`src/rtl/uart_pkg.sv`:
```
// Shared UART definitions: FSM state encoding, frame width and baud divider helpers.
// Used by both uart_rx and uart_tx so the two ends always agree on timing.
package uart_pkg;

    localparam int UART_DATA_BITS = 8;

    typedef enum logic [1:0] {
        IDLE  = 2'd0,
        START = 2'd1,
        DATA  = 2'd2,
        STOP  = 2'd3
    } uart_state_t;

    function automatic int uart_div(input int freq, input int rate);
        return freq / rate;
    endfunction

    function automatic int uart_half(input int freq, input int rate);
        return (freq / rate) / 2;
    endfunction

endpackage

```
`src/rtl/sync_2ff.sv`:
```
// Generic two-flop synchroniser for a single asynchronous bit.
// INIT is the value both flops take in reset, so the output is defined from the first cycle.
module sync_2ff #(
    parameter logic INIT = 1'b1
) (
    input  logic clk,
    input  logic rst_n,
    input  logic d,
    output logic q
);

    logic meta_p0;

    always_ff @(posedge clk or negedge rst_n) begin
        if (!rst_n) begin
            meta_p0 <= INIT;
            q       <= INIT;
        end else begin
            meta_p0 <= d;
            q       <= meta_p0;
        end
    end

endmodule

```
`src/rtl/uart_rx.sv`:
```
// 8N1 UART receiver: synchronised start-bit detection, centre sampling, 1-cycle valid/error strobes.
// Build option UART_RX_MAJORITY_EN: 2-of-3 vote around each centre, decisions one cycle later.
module uart_rx
    import uart_pkg::*;
#(
    parameter int FREQ = 1_000_000,
    parameter int RATE = 9_600
) (
    input  logic                      clk,
    input  logic                      rst_n,
    input  logic                      i_rx,
    output logic [UART_DATA_BITS-1:0] o_data,
    output logic                      o_valid,
    output logic                      o_frame_err,
    output logic                      o_busy
);

    localparam int DIV  = uart_div(FREQ, RATE);
    localparam int HALF = uart_half(FREQ, RATE);
    localparam int CW   = $clog2(DIV);
    localparam int BW   = $clog2(UART_DATA_BITS);
`ifdef UART_RX_MAJORITY_EN
    localparam int START_WAIT = HALF;
`else
    localparam int START_WAIT = HALF - 1;
`endif
    localparam logic [CW-1:0] DIV_LAST   = CW'(DIV - 1);
    localparam logic [CW-1:0] START_LAST = CW'(START_WAIT);
    localparam logic [BW-1:0] BIT_LAST   = BW'(UART_DATA_BITS - 1);

    if (DIV < 4) begin : g_div_check
        $fatal(1, "uart_rx: FREQ/RATE must be at least 4");
    end

    logic rxs;
    logic rxs_d1;
    logic bit_smp;

    uart_state_t              state_q, state_d;
    logic [CW-1:0]            baud_q, baud_d;
    logic [BW-1:0]            bit_q, bit_d;
    logic [UART_DATA_BITS-1:0] shift_q, shift_d;
    logic [UART_DATA_BITS-1:0] data_d;
    logic                     valid_d, ferr_d;

    sync_2ff #(.INIT(1'b1)) u_sync (
        .clk   (clk),
        .rst_n (rst_n),
        .d     (i_rx),
        .q     (rxs)
    );

    // rxs_d1 doubles as the edge-detect history and the centre sample in majority mode
    always_ff @(posedge clk or negedge rst_n) begin
        if (!rst_n) rxs_d1 <= 1'b1;
        else        rxs_d1 <= rxs;
    end

`ifdef UART_RX_MAJORITY_EN
    logic rxs_d2;

    always_ff @(posedge clk or negedge rst_n) begin
        if (!rst_n) rxs_d2 <= 1'b1;
        else        rxs_d2 <= rxs_d1;
    end

    assign bit_smp = (rxs_d2 & rxs_d1) | (rxs_d2 & rxs) | (rxs_d1 & rxs);
`else
    assign bit_smp = rxs;
`endif

    always_comb begin
        state_d = state_q;
        baud_d  = baud_q + 1'b1;
        bit_d   = bit_q;
        shift_d = shift_q;
        data_d  = o_data;
        valid_d = 1'b0;
        ferr_d  = 1'b0;
        case (state_q)
            IDLE: begin
                baud_d = '0;
                if (rxs_d1 && !rxs) begin
                    state_d = START;
                    bit_d   = '0;
                end
            end
            START: begin
                if (baud_q == START_LAST) begin
                    baud_d  = '0;
                    state_d = bit_smp ? IDLE : DATA;
                end
            end
            DATA: begin
                if (baud_q == DIV_LAST) begin
                    baud_d  = '0;
                    shift_d = {bit_smp, shift_q[UART_DATA_BITS-1:1]};
                    bit_d   = bit_q + 1'b1;
                    if (bit_q == BIT_LAST) state_d = STOP;
                end
            end
            STOP: begin
                if (baud_q == DIV_LAST) begin
                    baud_d  = '0;
                    state_d = IDLE;
                    if (bit_smp) begin
                        data_d  = shift_q;
                        valid_d = 1'b1;
                    end else begin
                        ferr_d  = 1'b1;
                    end
                end
            end
            default: state_d = IDLE;
        endcase
    end

    always_ff @(posedge clk or negedge rst_n) begin
        if (!rst_n) begin
            state_q     <= IDLE;
            baud_q      <= '0;
            bit_q       <= '0;
            shift_q     <= '0;
            o_data      <= '0;
            o_valid     <= 1'b0;
            o_frame_err <= 1'b0;
        end else begin
            state_q     <= state_d;
            baud_q      <= baud_d;
            bit_q       <= bit_d;
            shift_q     <= shift_d;
            o_data      <= data_d;
            o_valid     <= valid_d;
            o_frame_err <= ferr_d;
        end
    end

    assign o_busy = (state_q != IDLE);

endmodule

```
`config.mk`:
```
export PLATFORM = sky130hd
export DESIGN_NAME = uart_rx
export DESIGN_NICKNAME = d
export VERILOG_FILES = /design/src/rtl/uart_pkg.sv /design/src/rtl/sync_2ff.sv /design/src/rtl/uart_rx.sv
export SDC_FILE = /design/constraint.sdc
export NUM_CORES = 1
export LEC_CHECK = 0
export ABC_CLOCK_PERIOD_IN_PS = 1700
export CAP_MARGIN = 20
export CORE_ASPECT_RATIO = 0.7
export CORE_MARGIN = 2
export CORE_UTILIZATION = 45
export CTS_CLUSTER_SIZE = 20
export DETAILED_ROUTE_END_ITERATION = 6
export PLACE_DENSITY_LB_ADDON = 0.15
export SYNTH_ARGS = -nofsm -noshare
export SYNTH_HDL_FRONTEND = slang
export SYNTH_SLANG_ARGS = --single-unit
```
`constraint.sdc`:
```
create_clock -name clk -period 1.7 [get_ports clk]
set_clock_uncertainty 0.05 [all_clocks]
set_input_delay 0.51 -clock clk [delete_from_list [all_inputs] [get_ports clk]]
set_output_delay 0.51 -clock clk [all_outputs]
set_load 0.02 [all_outputs]
```
# --- After elaboration in Yosys (flattened, before gate mapping) ---
# Cells that the tools add are included.
op_classes:
  n_eq_ne: 11
  multipliers: 0
  div_mod_pow: 0
  bitwise: 0
  addsub: 2
  mux: 19
  n_reduce_logical: 10
  shift: 0
  n_lt_le_gt_ge: 0
ops:
  columns: ["cell", "count"]
  rows:
  - ["7-bit case mux with 3 select lines", 1]
  - ["7-bit 2-to-1 mux", 2]
  - ["2-bit 2-to-1 mux", 6]
  - ["2-bit != test, second input constant", 5]
  - ["2-bit case mux with 4 select lines", 1]
  - ["7-bit by 1-bit adder with 7-bit output, second input constant", 1]
  - ["7-bit by 6-bit == test with 1-bit output, second input constant", 1]
  - ["7-bit == test, second input constant", 1]
  - ["1-bit 2-to-1 mux", 6]
  - ["3-bit 2-to-1 mux", 2]
  - ["3-bit case mux with 2 select lines", 1]
  - ["3-bit AND reduction", 2]
  - ["5-bit AND reduction", 1]
  - ["2-bit == test, second input constant", 2]
  - ["2-bit nonzero test", 2]
  - ["3-bit by 1-bit adder with 3-bit output, second input constant", 1]
  - ["3-bit == test, second input constant", 1]
  - ["2-bit by 1-bit == test with 1-bit output, second input constant", 1]
  - ["2-bit zero test", 1]
  - ["2-bit AND reduction", 1]
  - ["2-bit OR reduction", 1]
  - ["1-bit logical AND", 1]
  - ["1-bit zero test", 1]
word_totals:
  elab_cells: 52
  regBits: 33
  ramBits: 0
  inputBits: 3
  mem_count: 0
  rom_bits: 0
  latch_bits: 0

# --- Depth between registers and ports, before layout ---
# Gate-level depths: netlist of run 1.
logic_depth:
  word_depth: 4
  mapped_depth: 6

# --- Hierarchy ---
# A second synthesis of run 1 with hierarchy kept.
unflattened:
  cells_unflattened: 112
  hier_area_um2: 1463.9
by_module_without_submodules:
  columns: ["mod", "seq_area_each_um2", "n_inst", "area_each_um2", "cells_each"]
  rows:
  - ["uart_rx", 777.0, 1, 1411.4, 110]
  - ["sync_2ff", 52.6, 1, 52.6, 2]

# --- Least setup slack after synthesis of run 1 ---
# OpenSTA, ideal clock, no wires.
synth_timing:
  kind: "register to register"
  start: "register baud_q[0]"
  end: "register o_data[0]"
  arrival_ps: 1693
  stages_incl_launch_ff: 6
  synth_period_minus_slack_ps: 1868
  slack_ps: -168
  t_required_ps: 1525
  setup_ps: 125
  path_cell_list: "dfrtp_1 > ha_1 > nand3b_4 > or4_4 > buf_6 > mux2_4"
synth_via:
  elab_chain_cells: 2
synth_rtl:
  columns: ["item", "line_no", "source"]
  rows:
  - ["from (decl)", "uart_rx.sv:40", "logic [CW-1:0] baud_q, baud_d;"]
  - ["from (signal assigned)", "uart_rx.sv:129", "baud_q <= baud_d;"]
  - ["7-bit == test", "uart_rx.sv:103", "if (baud_q == DIV_LAST) begin"]
  - ["3-bit AND reduction (no line)", null, null]
  - ["to (signal assigned)", "uart_rx.sv:132", "o_data <= data_d;"]
  - ["to (decl)", "uart_rx.sv:12", "output logic [UART_DATA_BITS-1:0] o_data,"]
# No other way between the ends.
# A chain may end at the register's enable or synchronous reset.

# --- Worst setup path after layout of run 1 ---
layout_timing:
  start: "register baud_q[4]"
  end: "register o_data[4]"
# Same word-level chain as after synthesis.

==> impl_metrics.py, run 1 <==
metrics = {
    "yosys": {
        "synth-xor-area-share_pct": 1.743,
        "synth-compound-area-share_pct": 9.793,
        "synth_cell_types": 35,
        "synth_edf_count": 0,
        "synthCells": 118,
        "syn_area_um2": 1508,
        "syn_area_per_cell_um2": 12.78,
        "synth-seq-cells": 33,
        "ys.flop_type": "dfrtp_1",
        "muxShareOfSynthArea_pct": 13.94,
        "syn-num-nets": 124,
        "yosys.area_share.simple_pct": 13.61,
        "synthAdderAreaFrac_pct": 2.490,
        "synth_top_family_by_area": "multiplexers",
        "synthArstFlopShare_pct": 100.0,
        "synth_warnings": 0,
        "yosysSeqAreaShare_pct": 55.02,
    },
    "cts": {
        "root_buffer": "clkbuf_8",
        "clk_pin_slew_ps": 60,
        "insertion_delay_ps": 270,
        "clock-sinks": 33,
        "cts_max_level": 2,
        "postCtsHoldBufs": 0,
        "cts_made_buffers": 5,
        "cts_tree": "built",
        "clk_path_buf_depth": 2,
    },
    "sta": {
        "max_freq_ghz": 0.5824,
        "max-slew-margin-rel_pct": 79.10,
        "hold_viol_final": 0,
        "rsz0062_at_grt": "true",
        "fin_setup_tns_ps": -65.78,
        "slew_violations": 0,
        "hold-worst-slack_ps": 315.0,
        "setup_violations": 8,
        "min_period_ps": 1717,
        "fin_ws_ps": -17.07,
        "period_share_pct": 101.0,
        "worst_pin_slew_ps": 312.3,
    },
    "drt": {
        "drt_iter0_markers": 69,
        "viasPerCell": 5.550,
        "drt-total-wl_um": 2916,
        "drcViolationCount": 0,
        "wire_per_inst_um": 15.43,
        "via_count": 1049,
        "drtPass1Iterations": 4,
        "antenna_left": 0,
    },
    "pwr": {
        "cellPowerDensity_nw_per_um2": 1181,
        "p_leak_uw": 0.0009790,
        "ir_worst_vdd_v": 0.0007249,
    },
    "global_route": {
        "grt_usage_pct": 17.75,
        "grt_pass1_vias": 1083,
        "globalRouteOverflowTotal": 0,
        "grt_pass1_wl_um": 5002,
        "grt_max_degree": 34,
        "antenna_found_initial": 0,
    },
    "cells_and_area": {
        "layout-drive-gt1-share_pct": 35.76,
        "synthToLayoutAreaGrowth_pct": 26.22,
        "nNetsFinal": 156,
        "layout_common_cells": "dfrtp_1, buf_4, dlygate4sd2_1",
        "final_cells": 189,
        "layout_commonest_cell": "dfrtp_1",
        "n_antenna_cell": 0,
    },
    "die": {
        "die-area_um2": 3837,
        "fp.dieH_um": 52.43,
        "num_rows": 17,
        "die_w_um": 73.19,
        "floorplan.initialDensity_pct": 47.57,
        "io_pins": 14,
        "core_um2": 3169,
    },
    "placement": {
        "port_buffers": 13,
        "placed_cells": 178,
        "gp_congestion": 0.8291,
        "hpwl_um": 2028,
        "post-place-ws_ps": -14.66,
    },
    "critical_path": {
        "cp_cell_sequence": "nand3b_4, or4_4, mux2_4",
        "cp-startpoint": "baud_q[4]",
        "path_delay_family": "simple AND/OR/NAND/NOR gates",
        "regToRegSetupSlack_ps": -20,
        "r2r_start": "baud_q[4]",
        "cp-start-kind": "register",
        "path_max_fanout": 8,
        "worst-path-buf-inv": 0,
        "cpPeakStageDelay_ps": 640,
        "critPathKind": "register to register",
        "cp.required_ps": 1800,
        "endpoint_kind": "register",
        "critical_path_arrival_ps": 1820,
        "crit_slowest_cell": "or4_4",
    },
    "status": {
        "violations": "setup timing",
        "status": "complete, but fails checks",
    },
    "hold_path": {
        "hp-start": "u_sync.meta_p0",
        "hold_class": "register to register",
    },
    "job": {
        "maxCapViolCount": 0,
    },
}
## area by class of cell
| cell class | count | area (um2) |
|---|---|---|
| Clock buffer | 8 | 90.09 |
| Fill cell | 254 | 1266 |
| Inverter | 5 | 18.77 |
| Multi-Input combinational cell | 74 | 643.1 |
| Sequential cell | 33 | 830.8 |
| Tap cell | 38 | 47.55 |
| Timing Repair Buffer | 31 | 272.8 |
## where the power goes
| part | switching, uW | internal (uW) |
|---|---|---|
| sequential | 92.9 | 884 |
| combinational | 339 | 341 |
| clock | 261 | 330 |
| total | 693 | 1550 |
## synth_stat cells (2+ instances only)
master,count,share of area [%]
clkbuf_1,3,0.75
and3_1,2,0.83
dfstp_2,3,5.2
nand3b_4,2,2.7
dfrtp_1,30,50
o221ai_1,2,1.2
o21ai_0,4,1.3
nand3_1,3,1.0
or3_1,2,0.83
nand4_1,4,1.7
a21oi_1,5,1.7
o211ai_1,5,2.5
nand2_1,6,1.5
ha_1,3,2.5
mux2_2,8,6.0
mux2_4,8,8.0
buf_2,2,0.66
inv_1,5,1.2
a22oi_1,2,1.0
nor2_1,2,0.50
xor2_1,2,1.2
nor2b_1,2,0.83
## metrics by stage
stage               total power [uW]  area, um2  utilization (%)
floorplan                       1372       1529                -
finish                          2248       1903            60.05
global route                    2387       1903            60.05
CTS                             2227       1889            59.61
global placement                1600       1805            56.97
detailed placement              1633       1805            56.97
## path summary, 6_finish.rpt
path | end | cells after the start
max reg2reg | o_data[4] | 3
max in group asynchronous | u_sync.q | 2
min in group asynchronous | o_data[7] | 2
min reg2reg | u_sync.q | 0
min | u_sync.q | 0
max | o_data[4] | 3
## timing repair
| item | in CTS | in global routing |
|---|---|---|
| buffers inserted | 1 | 2 |
| endpoints found under the setup margin | 19 | 13 |
| pin swaps | 0 | 1 |
| resized for setup | 12 | 4 |
## per-layer routing
layer / part of all wire [%] / track usage [%]
met1: 53 / 26.17
met3: 3.2 / 5.577
met2: 44 / 24.62
met5: 0 / 0
met4: 0.41 / 5.556
## flip-flops by register name, indices dropped and copies added (netlist names), named ones only
signal / cells
u_sync.meta_p0: 1
state_q: 1
o_data: 8
baud_q: 7
shift_q: 8
bit_q: 3
o_frame_err: 1
o_valid: 1
rxs_d1: 1
u_sync.q: 1
## cell families (layout without fill, tap and decap cells)
| kind of cell | after synthesis | count (layout) |
|---|---|---|
| buffers and inverters | 11 | 44 |
| XOR/XNOR | 3 | 3 |
| adder cells (fa/ha/maj) | 3 | 3 |
| AND/OR/NAND/NOR | 30 | 30 |
| flip-flops | 33 | 33 |
| multiplexers | 16 | 16 |
| AO/OA/AOI/OAI | 22 | 22 |
(Power assumes the default switching activity.)
==> run 2: changes to the inputs <==
--- a/config.mk
+++ b/config.mk
@@ -15,4 +15,5 @@
 export PLACE_DENSITY_LB_ADDON = 0.15
 export SYNTH_ARGS = -nofsm -noshare
 export SYNTH_HDL_FRONTEND = slang
+export SYNTH_HIERARCHICAL = 1
 export SYNTH_SLANG_ARGS = --single-unit
==> run 2 against run 1 <==
The run now ends clean. Total power shrank 3.1%. Largest power group unchanged. Sequential share of layout area grew 1.2 points. Routed wire length decreased by 10%. Via count down 6.1%.
==> impl_metrics.py, run 2 <==
metrics = {
    "status": {
        "status": "finished, final reports clean",
    },
    "cells_and_area": {
        "multiInputGateArea_um2": 613.1,
        "layout_commonest_cell": "dfrtp_1",
        "n_antenna_cell": 0,
        "layout_common_cells": "dfrtp_1, mux2_2, buf_4",
        "nNetsFinal": 150,
        "fillers": 257,
        "reg_top3": "o_data: 8 flops, shift_q: 8 flops, baud_q: 7 flops",
        "synthToLayoutAreaGrowth_pct": 26.32,
        "layout-drive-gt1-share_pct": 33.10,
        "final_cell_area_um2": 1849,
        "register_area_um2": 829.5,
    },
    "yosys": {
        "synth_warnings": 6,
        "synth_top_family_by_area": "simple AND/OR/NAND/NOR gates",
        "syn_area_per_cell_um2": 13.07,
        "yosysSeqAreaShare_pct": 56.67,
        "syn-num-nets": 118,
        "synth_top_area_cell": "dfrtp_1",
        "synthArstFlopShare_pct": 100.0,
        "synth.most_common_cell": "dfrtp_1",
        "synth_cell_types": 34,
        "syn_area_um2": 1464,
        "synth-compound-area-share_pct": 10.17,
        "netlist_top_cells_area": "dfrtp_1, mux2_2, dfstp_2, ha_1, o211ai_1",
        "yosys.area_share.simple_pct": 14.19,
        "synth_commonest_cells": "dfrtp_1, mux2_2, a21oi_1, nand2_1, o211ai_1",
        "yosysTopAreaCellShare_pct": 51.28,
        "muxShareOfSynthArea_pct": 12.31,
        "ys.flop_type": "dfrtp_1",
        "synth-seq-cells": 33,
        "synth-xor-area-share_pct": 1.795,
        "synthAdderAreaFrac_pct": 2.564,
        "synth_edf_count": 0,
        "synthCells": 112,
    },
    "critical_path": {
        "cp_cell_sequence": "inv_2, nand2_1, clkdlybuf4s15_2",
        "worst-path-buf-inv": 2,
        "crit_slowest_cell": "dfrtp_1",
        "path_max_fanout": 4,
        "critPathKind": "register to primary output",
        "critical_path_arrival_ps": 1060,
        "path_delay_family": "flip-flops",
        "endpoint_kind": "primary output",
        "cp-start-kind": "register",
        "cp.required_ps": 1140,
        "cpPeakStageDelay_ps": 400,
    },
    "pwr": {
        "power_frac_seq_pct": 44.9,
        "internal_power_uw": 1506,
        "p_leak_uw": 0.0009244,
        "swShare_pct": 30.87,
        "pwr-share-comb_pct": 29.9,
        "power_switching_uw": 672.5,
        "power_frac_clock_pct": 25.2,
        "cellPowerDensity_nw_per_um2": 1178,
        "ir_worst_vdd_v": 0.0006990,
    },
    "sta": {
        "min_period_ps": 1623,
        "max-slew-margin-rel_pct": 82.58,
        "hold-worst-slack_ps": 306.4,
        "setup_violations": 0,
        "slew_violations": 0,
        "period_share_pct": 95.48,
        "rsz0062_at_grt": "false",
        "hold_viol_final": 0,
        "max_freq_ghz": 0.6161,
        "worst_pin_slew_ps": 257.8,
    },
    "cts": {
        "postCtsHoldBufs": 0,
        "root_buffer": "clkbuf_8",
        "cts_max_level": 2,
        "insertion_delay_ps": 280,
        "clock-sinks": 33,
        "clk_path_buf_depth": 2,
        "cts_tree": "built",
        "cts_made_buffers": 5,
        "clk_pin_slew_ps": 70,
    },
    "placement": {
        "gp_congestion": 0.7704,
        "hpwl_um": 1880,
        "dpl_cell_area_um2": 1769,
        "port_buffers": 13,
    },
    "hold_path": {
        "hold_class": "register to register",
    },
    "global_route": {
        "grt_pass1_vias": 905,
        "grt_max_degree": 34,
        "globalRouteOverflowTotal": 0,
        "antenna_found_initial": 0,
        "grt_usage_pct": 16.46,
        "grt_pass1_wl_um": 4450,
    },
    "job": {
        "maxCapViolCount": 0,
    },
    "die": {
        "core_um2": 3127,
        "floorplan.initialDensity_pct": 46.82,
        "fp.dieH_um": 51.72,
        "die_w_um": 72.17,
        "num_rows": 17,
        "io_pins": 14,
        "die-area_um2": 3733,
    },
    "drt": {
        "wire_per_inst_um": 14.29,
        "antenna_left": 0,
        "viasPerCell": 5.383,
        "drt_iter0_markers": 61,
        "drcViolationCount": 0,
        "drtPass1Iterations": 4,
        "via_count": 985,
        "drt-total-wl_um": 2615,
    },
}
[run 2: kinds of logic (layout without fill, tap and decap cells)]
kind of cell	Yosys count	in the layout
buffers and inverters	8	41
xor gates and xnor gates	3	3
muxes	16	16
AOI/OAI and AO/OA	22	22
adders and majority gates	3	3
and+or+nand+nor	27	27
DFF	33	33
[run 2: area by class of cell]
cell class	instances	area share (%)
Multi-Input combinational cell	71	33.15
Tap cell	38	2.571
Sequential cell	33	44.86
Inverter	5	1.015
Timing Repair Buffer	28	14.07
Clock buffer	8	4.330
[run 2: worst register-to-register path: stages, from the launching register on]
cell	delay [ps]
dfrtp_1	410
ha_4	170
nand3b_4	110
nor4_4	230
buf_6	170
mux2_2	330
[run 2: power by group through the flow]
stage / sequential [uW] / clock, uW / combinational, uW
2_1_floorplan: 965 / 0 / 402
3_3_place_gp: 981 / 0 / 616
3_5_place_dp: 990 / 0 / 641
4_1_cts: 975 / 564 / 643
5_1_grt: 988 / 613 / 727
6_report: 978 / 550 / 651
[run 2: metal layers]
layer	wire length, um	global-route usage [%]	vias to the layer above
li1	-	-	483
met3	108	6.008	4
met1	1407	24.56	482
met2	1079	21.71	16
met4	20	5.660	0
met5	0	0	-
[run 2: timing repair]
action,in CTS,in global routing
setup endpoints to repair,11,10
pin swaps,0,1
resized for setup,13,2
setup buffers,0,1
[run 2: final timing paths]
kind / from / endpoint / slack (ps) / cells after the start
worst max-delay path: state_q[0] / o_busy / 80 / 3
worst min-delay path: u_sync/meta_p0 / u_sync/q / 310 / 0
worst max register to register: baud_q[0] / shift_q[1] / 100 / 5
worst min register to register: u_sync/meta_p0 / u_sync/q / 310 / 0
max in group asynchronous: rst_n / u_sync/q / 810 / 2
min in group asynchronous: rst_n / bit_q[0] / 540 / 2
[run 2: metrics by stage]
stage                     total power [uW]  TNS, ps  instances  setup WS [ps]  utilization (%)
after global routing                  2328        0        183          6.988            59.14
after detailed placement              1630        0        174          21.24            56.58
after floorplan                       1367   -298.0        112         -37.25                -
after CTS                             2182        0        182          2.234            58.78
final                                 2178        0        183          76.82            59.14
after global placement                1597        0        174          73.29            56.58
